<file path="src/rtl/write_back_buffer.sv">
// Purpose : 4-entry in-order write-back buffer in front of a register file write port,
//           with combinational bypass lookups over the pending (not yet written) entries.
// Latency : an accepted write is presented on the write port the cycle after acceptance at
//           the earliest; bypass lookups are combinational.
// Backpr. : inReady drops while 4 entries are pending (registered count only, no push-through);
//           the write port is held until rfReady consumes it.
//
// Ports
//   clock, reset           single clock, asynchronous active-low reset
//   inValid/inReady        producer handshake for {inRegister, inData}
//   regWrite/rfReady       register file write strobe and its consume handshake
//   writeRegister/Data     head entry, zero when empty
//   lookupRegister1/2      decode read-port register numbers
//   bypassHit1/2, Data1/2  youngest pending match per lookup port, zero when no hit
//   count                  number of pending entries (0..4)
module write_back_buffer #(
    parameter int DEPTH = 4
) (
    input  logic        clock,
    input  logic        reset,
    input  logic        inValid,
    input  logic [4:0]  inRegister,
    input  logic [31:0] inData,
    output logic        inReady,
    output logic        regWrite,
    output logic [4:0]  writeRegister,
    output logic [31:0] writeData,
    input  logic        rfReady,
    input  logic [4:0]  lookupRegister1,
    input  logic [4:0]  lookupRegister2,
    output logic        bypassHit1,
    output logic        bypassHit2,
    output logic [31:0] bypassData1,
    output logic [31:0] bypassData2,
    output logic [2:0]  count
);

    localparam int PTR_W = 2;
    localparam int CNT_W = 3;

    typedef struct packed {
        logic [4:0]  rd;
        logic [31:0] dat;
    } wb_ent_t;

    wb_ent_t            ent_q [DEPTH];
    logic [PTR_W-1:0]   head_q, head_d;
    logic [PTR_W-1:0]   tail_q, tail_d;
    logic [CNT_W-1:0]   count_q, count_d;

    logic               accept;
    logic               push;
    logic               pop;

    // Handshake and write port.
    // Full is judged from the registered count only, so a pop in the same cycle
    // never opens a slot for the incoming write.
    assign inReady = (count_q != CNT_W'(DEPTH));
    assign accept  = inValid && inReady;
    // Writes to r0 complete the handshake but are dropped: r0 is hardwired zero.
    assign push    = accept && (inRegister != 5'd0);

    assign regWrite      = (count_q != '0);
    assign pop           = regWrite && rfReady;
    // Popped slots keep stale contents, so the port is gated to zero when empty.
    assign writeRegister = regWrite ? ent_q[head_q].rd  : 5'd0;
    assign writeData     = regWrite ? ent_q[head_q].dat : 32'd0;
    assign count         = count_q;

    // Next-state pointers and occupancy.
    always_comb begin
        head_d  = head_q;
        tail_d  = tail_q;
        count_d = count_q;
        if (pop) begin
            head_d = head_q + PTR_W'(1);
        end
        if (push) begin
            tail_d = tail_q + PTR_W'(1);
        end
        case ({push, pop})
            2'b10:   count_d = count_q + CNT_W'(1);
            2'b01:   count_d = count_q - CNT_W'(1);
            default: count_d = count_q;
        endcase
    end

    // Bypass lookup.
    // Walk the valid entries oldest to youngest, letting later matches override
    // earlier ones so the most recently accepted write wins. Only registered
    // entries are scanned, so the write being accepted this cycle is invisible,
    // while the head being popped this cycle is still visible.
    logic [PTR_W-1:0] slot;

    always_comb begin
        slot        = '0;
        bypassHit1  = 1'b0;
        bypassHit2  = 1'b0;
        bypassData1 = 32'd0;
        bypassData2 = 32'd0;
        for (int i = 0; i < DEPTH; i++) begin
            slot = head_q + PTR_W'(i);
            if (CNT_W'(i) < count_q) begin
                if ((lookupRegister1 != 5'd0) && (ent_q[slot].rd == lookupRegister1)) begin
                    bypassHit1  = 1'b1;
                    bypassData1 = ent_q[slot].dat;
                end
                if ((lookupRegister2 != 5'd0) && (ent_q[slot].rd == lookupRegister2)) begin
                    bypassHit2  = 1'b1;
                    bypassData2 = ent_q[slot].dat;
                end
            end
        end
    end

    // State registers.
    always_ff @(posedge clock or negedge reset) begin
        if (!reset) begin
            head_q  <= '0;
            tail_q  <= '0;
            count_q <= '0;
            for (int i = 0; i < DEPTH; i++) begin
                ent_q[i] <= '0;
            end
        end else begin
            head_q  <= head_d;
            tail_q  <= tail_d;
            count_q <= count_d;
            if (push) begin
                ent_q[tail_q] <= '{rd: inRegister, dat: inData};
            end
        end
    end

endmodule
</file>
<file path="config.mk">
export PLATFORM = sky130hd
export DESIGN_NAME = write_back_buffer
export DESIGN_NICKNAME = d
export VERILOG_FILES = /design/src/rtl/write_back_buffer.sv
export SDC_FILE = /design/constraint.sdc
export NUM_CORES = 1
export LEC_CHECK = 0
export ABC_CLOCK_PERIOD_IN_PS = 2600
export CAP_MARGIN = 20
export CORE_AREA = 2 2 168 170
export CTS_CLUSTER_SIZE = 16
export DETAILED_ROUTE_END_ITERATION = 12
export DIE_AREA = 0 0 170 172
export GPL_ROUTABILITY_DRIVEN = 0
export PLACE_DENSITY = 0.69
export SLEW_MARGIN = 5
export SYNTH_ARGS = -nofsm -noshare
export SYNTH_HDL_FRONTEND = slang
export SYNTH_SLANG_ARGS = --single-unit
</file>
<file path="constraint.sdc">
create_clock -name clock -period 2.6 [get_ports clock]
set_input_delay 0.26 -clock clock [delete_from_list [all_inputs] [get_ports clock]]
set_output_delay 0.26 -clock clock [all_outputs]
set_load 0.02 [all_outputs]
</file>
==> results of run 1 <==
==> worst reg2reg max path, stage by stage (launching register included) <==
cell     delay (ns)
dfrtp_1        0.35
buf_4          0.18
inv_1          0.08
ha_1           0.21
nand2_1        0.09
nand2_1        0.10
a21oi_2        0.47
inv_1          0.10
ha_1           0.37
nor2_1         0.17
xor2_1         0.18
==> per-stage QoR <==
| step | cell area, sq um | hold WS (ns) | instances | worst slack [ns] | utilization (%) |
|---|---|---|---|---|---|
| after detailed placement | 16090 | 0.3510 | 1822 | -0.9927 | 58.56 |
| after global routing | 19720 | 0.4676 | 1956 | -1.115 | 71.75 |
| after CTS | 18110 | 0.4398 | 1907 | -0.8769 | 65.90 |
| after global placement | 16090 | 0.3303 | 1822 | -0.9565 | 58.56 |
| final | 19720 | 0.3943 | 1956 | -1.170 | 71.75 |
| after floorplan | 12760 | -0.03559 | 1230 | -0.07868 | - |
==> area by class of cell <==
cell class / count / area [sq um]
Multi-Input combinational cell: 923 / 9427
Fill cell: 1649 / 7761
Timing Repair Buffer: 459 / 5250
Sequential cell: 155 / 3886
Tap cell: 346 / 432.9
Clock buffer: 17 / 425.4
Inverter: 41 / 165.2
Clock inverter: 15 / 128.9
==> logic make-up after synthesis <==
logic type	share of synthesized area [%]
multiplexers	34.62
AO/OA/AOI/OAI	15.05
AND/OR/NAND/NOR	8.950
flip-flops	31.85
buffers and inverters	5.610
XOR/XNOR	3.093
adder cells (fa/ha/maj)	0.8221
==> synthesized netlist by cell type (all sizes together) (2+ instances only) <==
| cell | n |
|---|---|
| a211o | 3 |
| a211oi | 2 |
| a21o | 2 |
| a21oi | 6 |
| a221oi | 29 |
| a31o | 5 |
| and2 | 10 |
| and3 | 3 |
| buf | 52 |
| clkbuf | 59 |
| dfrtp | 155 |
| ha | 8 |
| inv | 41 |
| mux2 | 211 |
| mux2i | 138 |
| mux4 | 19 |
| nand2 | 88 |
| nand3 | 3 |
| nand4 | 7 |
| nor2 | 75 |
| nor3 | 10 |
| nor4 | 5 |
| o211ai | 4 |
| o21ai | 121 |
| o221a | 29 |
| o221ai | 2 |
| o22ai | 60 |
| or2 | 30 |
| or3 | 2 |
| xnor2 | 27 |
| xor2 | 16 |
==> worst max path at each step <==
stage	end	slack (ns)
final	bypassData1[30]	-1.17
after CTS	bypassData2[20]	-0.88
after global routing	bypassData1[30]	-1.12
after floorplan	bypassData2[28]	-0.08
after detailed placement	bypassData2[31]	-0.99
after global placement	bypassData2[29]	-0.96
==> state kept, by name, summed over array words and instances (netlist names) <==
name / cells
ent_q: 148
count: 3
head_q: 2
tail_q: 2
==> per-layer routing <==
metal	vias up	global-route usage (%)	part of all wire, %
met4	2	13.27	6.2
met5	-	0	0.021
met3	280	5.493	9.1
li1	5305	-	-
met2	885	51.18	47
met1	6406	38.85	38
==> what timing repair did <==
action | CTS | global route
pin swaps | 23 | 39
endpoints found under the hold margin | 73 | 0
hold buffers | 1 | 0
resized for setup | 621 | 286
setup endpoints to repair | 103 | 251
buffers inserted | 34 | 42
cloned | 18 | 13
==> layout by cell type, fill, tap and decap left out, types with 20 or more instances in the layout <==
| cell | instances |
|---|---|
| mux2i_4 | 20 |
| dfrtp_1 | 153 |
| clkdlybuf4s50_1 | 53 |
| o21ai_2 | 27 |
| nand2_1 | 84 |
| o21ai_0 | 70 |
| inv_1 | 38 |
| buf_4 | 191 |
| buf_6 | 104 |
| o22ai_4 | 32 |
| mux2i_1 | 105 |
| o221a_4 | 22 |
| nor2_1 | 63 |
| or2_2 | 30 |
| o22ai_2 | 27 |
| mux2_2 | 205 |
| clkbuf_16 | 27 |
| buf_12 | 50 |
==> metrics.md, run 1 <==
| Metric | Value |
|---|---|
| Status | `finished with violations` |
| Failing checks | `negative setup slack` |
| GRT overflow | `0` |
| Synth top area share | `31.85%` |
| Pre-antenna DRT Iters | `6` |
| H-tree depth | `4` |
| Yosys Warn Count | `0` |
| Tightest Pin Transition | `0.7764 ns` |
| Clk_skew | `0.009873 ns` |
| Worst EP required | `2.34 ns` |
| Largest net degree at the start of global routing | `77` |
| Max clock buf depth | `2` |
| Setup TNS | `-72.81 ns` |
| Crit. End Element | `primary output` |
| Setup CP Type | `reg -> out` |
| Largest area contributor in the netlist | `dfrtp_1` |
| Post-DP HPWL | `27,560 um` |
| Most used cell, CP | `buf_6` |
| Max incr delay on CP | `0.50 ns` |
| CP top delay family | `buffers and inverters` |
| CTS tree | `yes` |
| Die X | `170 um` |
| Antenna Cells | `0` |
| Max cap viols | `0` |
| Final Max Slew Viols | `0` |
| Async SR Flop Fraction | `100.0%` |
| Worst-Skew Late Latency | `0.45 ns` |
| Number of global-route vias before repair | `12,230` |
| Slew headroom | `48.24%` |
| Iteration-0 DRC Markers | `1,407` |
| TritonCTS Buffers | `17` |
| Port Buffers | `158` |
| Clk slew on worst S/H paths | `0.07 ns` |
| CP startpoint kind | `flip-flop` |
| IO Pins | `159` |
| Syn avg cell area | `9.900 sq um` |
| First-pass GRT wire length | `68,640 um` |
| CP bufs+invs | `6` |
| Top cells by area, synth | `dfrtp_1 32%, mux2_2 20%, mux2i_1 11%` |
| Synth cell types | `52` |
| End of the worst register-to-register path | `count[2]$_DFFE_PN0P_` |
| Die Area | `0.02924 sq mm` |
| Setup slack after layout | `-1.170 ns` |
| Setup repair after global routing missed its margin | `true` |
| Final wirelength | `51,170 um` |
| Critical path, cell by cell | `buf_6, buf_4, clkbuf_16, mux4_2, xnor2_1, nand4_1, buf_6, nor2_4, buf_12, a221oi_1, o22ai_2, buf_6` |
| Die Ht | `172 um` |
| EDFF count, synth | `0` |
| Post-DR vias/cell | `6.584` |
| Final setup viols | `98` |
| #FFs+latches synth | `155` |
| DRC viols | `0` |
| CTS sink cnt | `155` |
| Cell area after synthesis | `0.01218 sq mm` |
| Seq/Total Area, Yosys | `31.85%` |
| Worst-path maximum fanout | `10` |
| # rows | `61` |
| R2R cell count | `10` |
| Setup crit start | `head_q[1]$_DFFE_PN0P_` |
| DR WL/cell | `26.16 um` |
| Post-route ant nets | `0` |
| Post-Syn Nets | `1,289` |
| Share of cells above drive strength 1 | `57.45%` |
| Fin. Hold Viols | `0` |
| Slowest cell on the critical path | `dfrtp_4` |
| Arrival time worst endpoint | `3.51 ns` |
| Root Buffer | `clkbuf_16` |
| Fin crit period | `3.770 ns` |
| Vias after detailed routing | `12,880` |
| Final net count | `1,656` |
| Worst R2R Setup Slack | `0.22 ns` |
| Hold crit path type | `in -> async` |
| Area Growth Syn to Fin | `61.91%` |
| Final period utilization | `145.0%` |
| Initial Util | `44.32%` |
| Post-synthesis instance total | `1,230` |
| Core Region | `0.02748 sq mm` |
| All-Layer GR Usage | `30.53%` |
| Ys flop type | `dfrtp_1` |
| CP Depth | `12` |
| Antenna violations before repair | `1` |
| Fmax achieved | `265.2 MHz` |
| Worst reg2reg path startpoint | `count[1]$_DFFE_PN0P_` |
Power of run 1 is not shown: default switching activity piles up to over one toggle a cycle in this logic, so the estimate is an artifact.
==> run 2, diff against run 1 <==
- ABC_CLOCK_PERIOD_IN_PS: 2600 -> 3280
- clock period: 2.6 -> 3.28 ns (I/O delays scaled with it)
==> metrics.md, run 2 (synthesized netlist as in run 1, its figures left out) <==
| Metric | Value |
|---|---|
| Worst EP required | `2.95 ns (was 2.34 ns)` |
| CTS tree | `yes (unchanged)` |
| End of the worst register-to-register path | `ent_q[115]$_DFFE_PN0P_ (was count[2]$_DFFE_PN0P_)` |
| Pwr dens | `1306 mW/mm^2` |
| Final wirelength | `42,050 um (was 51,170 um)` |
| Die X | `170 um (unchanged)` |
| R2R cell count | `9 (was 10)` |
| Die Ht | `172 um (unchanged)` |
| DRC viols | `0 (unchanged)` |
| Share of cells above drive strength 1 | `44.74% (was 57.45%)` |
| Most common cell after layout, fill and taps aside | `mux2_2 (unchanged)` |
| Final net count | `1,568 (was 1,656)` |
| Internal power | `12.16 mW` |
| Leak | `7.707 nW` |
| IO Pins | `159 (unchanged)` |
| # rows | `61 (unchanged)` |
| Slew headroom | `39.74% (was 48.24%)` |
| Final setup viols | `65 (was 98)` |
| Worst-Skew Late Latency | `0.43 ns (was 0.45 ns)` |
| H-tree depth | `4 (unchanged)` |
| Failing checks | `negative setup slack (unchanged)` |
| Max IR drop VDD | `850.4 uV` |
| TritonCTS Buffers | `17 (unchanged)` |
| First-pass GRT wire length | `61,600 um (was 68,640 um)` |
| Worst R2R Setup Slack | `0.34 ns (was 0.22 ns)` |
| Clock Power Share | `8.8%` |
| Worst-path maximum fanout | `9 (was 10)` |
| Die Area | `0.02924 sq mm (unchanged)` |
| CP startpoint kind | `flip-flop (unchanged)` |
| Register bank with the most flops | `ent_q (unchanged)` |
| Setup slack after layout | `-0.3492 ns (was -1.170 ns)` |
| Post-DP HPWL | `25,730 um (was 27,560 um)` |
| GRT overflow | `0 (unchanged)` |
| Root Buffer | `clkbuf_16 (unchanged)` |
| Hold crit path type | `in -> async (unchanged)` |
| CTS sink cnt | `155 (unchanged)` |
| Tot Pwr | `22.50 mW` |
| Pre-antenna DRT Iters | `5 (was 6)` |
| Setup CP Type | `reg -> out (unchanged)` |
| Sequential share of power | `16.5%` |
| Post-route ant nets | `0 (unchanged)` |
| Final Max Slew Viols | `0 (unchanged)` |
| Setup crit start | `head_q[0]$_DFFE_PN0P_ (was head_q[1]$_DFFE_PN0P_)` |
| Setup repair after global routing missed its margin | `true (unchanged)` |
| All-Layer GR Usage | `27.08% (was 30.53%)` |
| Largest net degree at the start of global routing | `67 (was 77)` |
| Area of the multi-input gates | `0.008315 sq mm (was 0.009427 sq mm)` |
| DR WL/cell | `22.51 um (was 26.16 um)` |
| Initial Util | `44.32% (unchanged)` |
| Number of global-route vias before repair | `11,380 (was 12,230)` |
| Worst reg2reg path startpoint | `count[1]$_DFFE_PN0P_ (unchanged)` |
| Crit. End Element | `primary output (unchanged)` |
| Area Growth Syn to Fin | `41.47% (was 61.91%)` |
| Combinational fraction of design power | `74.7%` |
| Max cap viols | `0 (unchanged)` |
| Post-DR vias/cell | `6.193 (was 6.584)` |
| Fill cells | `2,075 (was 1,649)` |
| Worst hold margin | `0.4435 ns (was 0.3943 ns)` |
| Status | `finished with violations (unchanged)` |
| Clk slew on worst S/H paths | `0.08 ns (was 0.07 ns)` |
| Arrival time worst endpoint | `3.30 ns (was 3.51 ns)` |
| Vias after detailed routing | `11,570 (was 12,880)` |
| Port Buffers | `158 (unchanged)` |
| Iteration-0 DRC Markers | `940 (was 1,407)` |
| Final period utilization | `110.6%` |
| Antenna Cells | `0 (unchanged)` |
| FF/Latch Area | `0.003886 sq mm (unchanged)` |
| Core Region | `0.02748 sq mm (unchanged)` |
| Psw | `10.34 mW` |
| Max clock buf depth | `2 (unchanged)` |
| Clk_skew | `0.01038 ns (was 0.009873 ns)` |
| Fin. Hold Viols | `0 (unchanged)` |
| Sw Share | `45.94%` |
| Fmax achieved | `275.5 MHz` |
| Largest register FFs | `148 (unchanged)` |
| Tightest Pin Transition | `0.9040 ns (was 0.7764 ns)` |
| Antenna violations before repair | `0 (was 1)` |
| Most frequent cells in the layout | `211 x mux2_2, 164 x buf_4, 153 x dfrtp_1, 136 x mux2i_1, 98 x o21ai_0 (was 205 x mux2_2, 191 x buf_4, 153 x dfrtp_1, 105 x mux2i_1, 104 x buf_6)` |
| Fin crit period | `3.629 ns` |
| End of the critical path | `bypassData1[9] (was bypassData1[30])` |
[run 2: cell count changes in the layout (fill, tap and decap cells not counted), sizes merged]
cell	before	now
bufinv	0	1
inv	49	50
clkbuf	35	23
bufbuf	7	1
clkinvlp	3	1
clkdlybuf4s50	53	87
buf	375	272
dlygate4sd2	4	0
dlymetal6s2s	1	4
[run 2: metal layers]
| layer | wire length (um) | up-vias | GRT usage (%) |
|---|---|---|---|
| met3 | 3157 | 151 | 5.173 |
| met5 | 0 | - | 0 |
| met1 | 17220 | 5703 | 34.19 |
| li1 | - | 5117 | - |
| met2 | 19880 | 598 | 45.25 |
| met4 | 1785 | 0 | 12.26 |
[run 2: worst min path at each step]
stage,startpoint,end,slack [ns],depth (start not counted)
floorplan,reset,count[0]$_DFFE_PN0P_,0.03,0
global placement,reset,ent_q[66]$_DFFE_PN0P_,0.33,1
detailed placement,reset,ent_q[140]$_DFFE_PN0P_,0.34,1
CTS,reset,ent_q[140]$_DFFE_PN0P_,0.45,2
global route,reset,ent_q[64]$_DFFE_PN0P_,0.47,2
finish,reset,ent_q[64]$_DFFE_PN0P_,0.44,2
[run 2: layout make-up]
| cell class | count | area share [%] |
|---|---|---|
| well taps | 346 | 2.513 |
| inverters | 41 | 0.9079 |
| flip-flops and latches | 155 | 22.56 |
| clock inverters | 15 | 0.8788 |
| repair buffers | 371 | 22.40 |
| multi-input cells | 923 | 48.27 |
| clock buffers | 17 | 2.469 |
[run 2: power groups by stage]
stage	Clock (mW)	Combinational [mW]	Sequential, mW
2_1_floorplan	0	9.31	3.49
3_3_place_gp	0	14.3	3.66
3_5_place_dp	0	14.5	3.74
4_1_cts	1.99	15.1	3.67
5_1_grt	2.08	17.8	3.86
6_report	1.98	16.8	3.72
[run 2: per-stage QoR]
stage	util (%)	instance area [sq um]	setup slack, ns	setup TNS (ns)	instances
3_3_place_gp	55.46	15240	-0.3396	-14.62	1782
3_5_place_dp	55.46	15240	-0.3659	-17.27	1782
4_1_cts	58.86	16170	-0.4076	-15.03	1838
5_1_grt	62.70	17230	-0.4111	-20.64	1868
2_1_floorplan	-	12180	0.3075	0	1230
6_report	62.70	17230	-0.3492	-16.53	1868
[run 2: timing repair]
item | CTS | global route
setup endpoints to repair | 91 | 81
resized for setup | 321 | 220
endpoints found under the hold margin | 55 | 0
pin swaps | 19 | 71
buffers inserted | 18 | 29
cloned | 5 | 6
hold buffers | 1 | 0
[run 2: worst max-delay path: stages (launching register included)]
cell	delay [ns]
dfrtp_4	0.52
buf_6	0.14
buf_6	0.11
mux4_2	0.48
a211o_1	0.29
a21oi_2	0.20
a211oi_4	0.11
buf_12	0.17
buf_12	0.16
a211o_1	0.25
a31o_2	0.25
buf_2	0.16
No activity file was read; power rests on OpenSTA's default activity.
==> run 3, diff against run 2 <==
- CTS_BUF_LIST: not set -> sky130_fd_sc_hd__clkbuf_4 sky130_fd_sc_hd__clkbuf_8
- GPL_ROUTABILITY_DRIVEN: 0 -> not set
- PLACE_DENSITY: 0.69 -> 0.8
==> metrics.md, run 3 (synthesized netlist as in run 1, its figures left out) <==
| Metric | Value |
|---|---|
| DRC viols | `0 (unchanged)` |
| Max clock buf depth | `2 (unchanged)` |
| Final instance area | `0.01681 sq mm (was 0.01723 sq mm)` |
| Clk_skew | `0.01991 ns (was 0.01038 ns)` |
| IO Pins | `159 (unchanged)` |
| Post-DP HPWL | `25,270 um (was 25,730 um)` |
| Clk slew on worst S/H paths | `0.10 ns (was 0.08 ns)` |
| Placed Cells | `1,763 (was 1,782)` |
| Worst-Skew Late Latency | `0.47 ns (was 0.43 ns)` |
| Hold crit path type | `in -> async (unchanged)` |
| All-Layer GR Usage | `27.19% (was 27.08%)` |
| Tightest Pin Transition | `0.8674 ns (was 0.9040 ns)` |
| Setup repair after global routing missed its margin | `true (unchanged)` |
| Final period utilization | `111.5% (was 110.6%)` |
| Number of global-route vias before repair | `11,640 (was 11,380)` |
| Die Area | `0.02924 sq mm (unchanged)` |
| Largest net degree at the start of global routing | `92 (was 67)` |
| Die Ht | `172 um (unchanged)` |
| Leak | `7.699 nW (was 7.707 nW)` |
| Fin. Hold Viols | `0 (unchanged)` |
| Psw | `10.22 mW (was 10.34 mW)` |
| Fill cells | `2,120 (was 2,075)` |
| Register bank with the most flops | `ent_q (unchanged)` |
| DR WL/cell | `22.82 um (was 22.51 um)` |
| Internal power | `11.46 mW (was 12.16 mW)` |
| Failing checks | `negative setup slack (unchanged)` |
| Root Buffer | `clkbuf_8 (was clkbuf_16)` |
| Sequential share of power | `17.2% (was 16.5%)` |
| Share of cells above drive strength 1 | `43.40% (was 44.74%)` |
| First-pass GRT wire length | `61,800 um (was 61,600 um)` |
| Clock Power Share | `6.3% (was 8.8%)` |
| Most common cell after layout, fill and taps aside | `mux2_2 (unchanged)` |
| Max cap viols | `0 (unchanged)` |
| Combinational fraction of design power | `76.5% (was 74.7%)` |
| Port Buffers | `158 (unchanged)` |
| Initial Util | `44.32% (unchanged)` |
| Post-Place Setup Slack | `-0.3638 ns (was -0.3659 ns)` |
| Sw Share | `47.15% (was 45.94%)` |
| Fmax achieved | `273.5 MHz (was 275.5 MHz)` |
| Die X | `170 um (unchanged)` |
| Arrival time worst endpoint | `3.33 ns (was 3.30 ns)` |
| H-tree depth | `4 (unchanged)` |
| CTS tree | `yes (unchanged)` |
| Final wirelength | `41,970 um (was 42,050 um)` |
| Final Max Slew Viols | `0 (unchanged)` |
| Antenna Cells | `0 (unchanged)` |
| Post-route ant nets | `0 (unchanged)` |
| Fin crit period | `3.656 ns (was 3.629 ns)` |
| Slew headroom | `42.17% (was 39.74%)` |
| Post-route insts no fill | `1,839 (was 1,868)` |
| Final setup viols | `69 (was 65)` |
| Final GP Congestion | `0.9525` |
| Worst EP required | `2.95 ns (about the same)` |
| Core Region | `0.02748 sq mm (unchanged)` |
| Setup slack after layout | `-0.3762 ns (was -0.3492 ns)` |
| Crit. End Element | `primary output (unchanged)` |
| CP startpoint kind | `flip-flop (unchanged)` |
| Area of the multi-input gates | `0.008295 sq mm (was 0.008315 sq mm)` |
| Setup CP Type | `reg -> out (unchanged)` |
| Status | `finished with violations (unchanged)` |
| Max IR drop VDD | `865.6 uV (was 850.4 uV)` |
| GRT overflow | `0 (unchanged)` |
| Area Growth Syn to Fin | `38.07% (was 41.47%)` |
| Vias after detailed routing | `11,670 (was 11,570)` |
| Largest register FFs | `148 (unchanged)` |
| Worst-path maximum fanout | `6 (was 9)` |
| FF/Latch Area | `0.003886 sq mm (unchanged)` |
| Most frequent cells in the layout | `211 x mux2_2, 153 x dfrtp_1, 140 x buf_4, 133 x mux2i_1, 101 x o21ai_0 (was 211 x mux2_2, 164 x buf_4, 153 x dfrtp_1, 136 x mux2i_1, 98 x o21ai_0)` |
| Antenna violations before repair | `0 (unchanged)` |
| Pre-antenna DRT Iters | `6 (was 5)` |
| CTS sink cnt | `155 (unchanged)` |
| Iteration-0 DRC Markers | `1,137 (was 940)` |
| Post-DR vias/cell | `6.345 (was 6.193)` |
| TritonCTS Buffers | `17 (unchanged)` |
| Placed cell area | `0.01504 sq mm (was 0.01524 sq mm)` |
| Pwr dens | `1289 mW/mm^2 (was 1306 mW/mm^2)` |
| Final net count | `1,540 (was 1,568)` |
| # rows | `61 (unchanged)` |
## run 3: cell types whose count changed in the layout (fill, tap and decap cells not counted), sizes merged
cell and delta:
buf -25, bufinv -1, clkbuf -2, clkdlybuf4s50 -25, clkinv -1, clkinvlp +4
dlygate4sd2 +4, dlymetal6s2s +21, inv -4
## run 3: final timing paths
check,startpoint,end,slack (ns),cells past startpoint
min in group clock,ent_q[49]$_DFFE_PN0P_,ent_q[49]$_DFFE_PN0P_,0.53,1
min reg2reg,ent_q[49]$_DFFE_PN0P_,ent_q[49]$_DFFE_PN0P_,0.53,1
max,head_q[0]$_DFFE_PN0P_,bypassData2[30],-0.38,10
max in group asynchronous,reset,head_q[1]$_DFFE_PN0P_,1.87,3
min,reset,ent_q[29]$_DFFE_PN0P_,0.50,2
max reg2reg,count[1]$_DFFE_PN0P_,ent_q[67]$_DFFE_PN0P_,0.88,9
## run 3: final cells by class
cell class                      instances  area share (%)
Tap cell                              346           2.575
Multi-Input combinational cell        923           49.34
Inverter                               41          0.9303
Clock buffer                           18           1.474
Sequential cell                       155           23.12
Timing Repair Buffer                  343           21.90
Clock inverter                         13          0.6624
## run 3: layer usage
layer	GRT usage [%]	vias to the layer above	part of all wire, %
met5	0	-	0
met4	15.64	0	5.4
met3	4.967	201	8.7
met2	44.84	739	47
met1	33.66	5674	39
li1	-	5054	-
## run 3: power by group through the flow
stage | combinational (mW) | clock [mW] | sequential (mW)
after floorplan | 9.31 | 0 | 3.49
after global placement | 14.1 | 0 | 3.68
after detailed placement | 14.4 | 0 | 3.78
after CTS | 15.4 | 1.39 | 3.69
after global routing | 17.5 | 1.48 | 3.86
final | 16.6 | 1.37 | 3.72
## run 3: repair_timing
item / CTS / global route
hold buffers: 1 / 0
resized for setup: 434 / 136
gates cloned: 8 / 4
hold endpoints to repair: 89 / 0
buffers inserted: 24 / 15
pin swaps: 45 / 59
setup endpoints to repair: 98 / 91
## run 3: metrics by stage
stage,utilization [%],total power [mW],setup TNS (ns),hold slack [ns]
5_1_grt,61.19,22.84,-22.73,0.5506
6_report,61.19,21.68,-19.16,0.4951
3_5_place_dp,54.75,18.19,-17.66,0.4554
3_3_place_gp,54.75,17.75,-16.55,0.4430
2_1_floorplan,-,12.79,0,0.03241
4_1_cts,58.56,20.45,-12.19,0.5177
## run 3: critical path, stage by stage (launching register included)
cell       delay [ns]
dfrtp_4          0.50
buf_6            0.15
mux4_2           0.57
a2111oi_1        0.37
a31o_2           0.27
o211ai_4         0.10
buf_12           0.17
buf_12           0.14
o221a_2          0.27
o22ai_4          0.15
buf_6            0.15
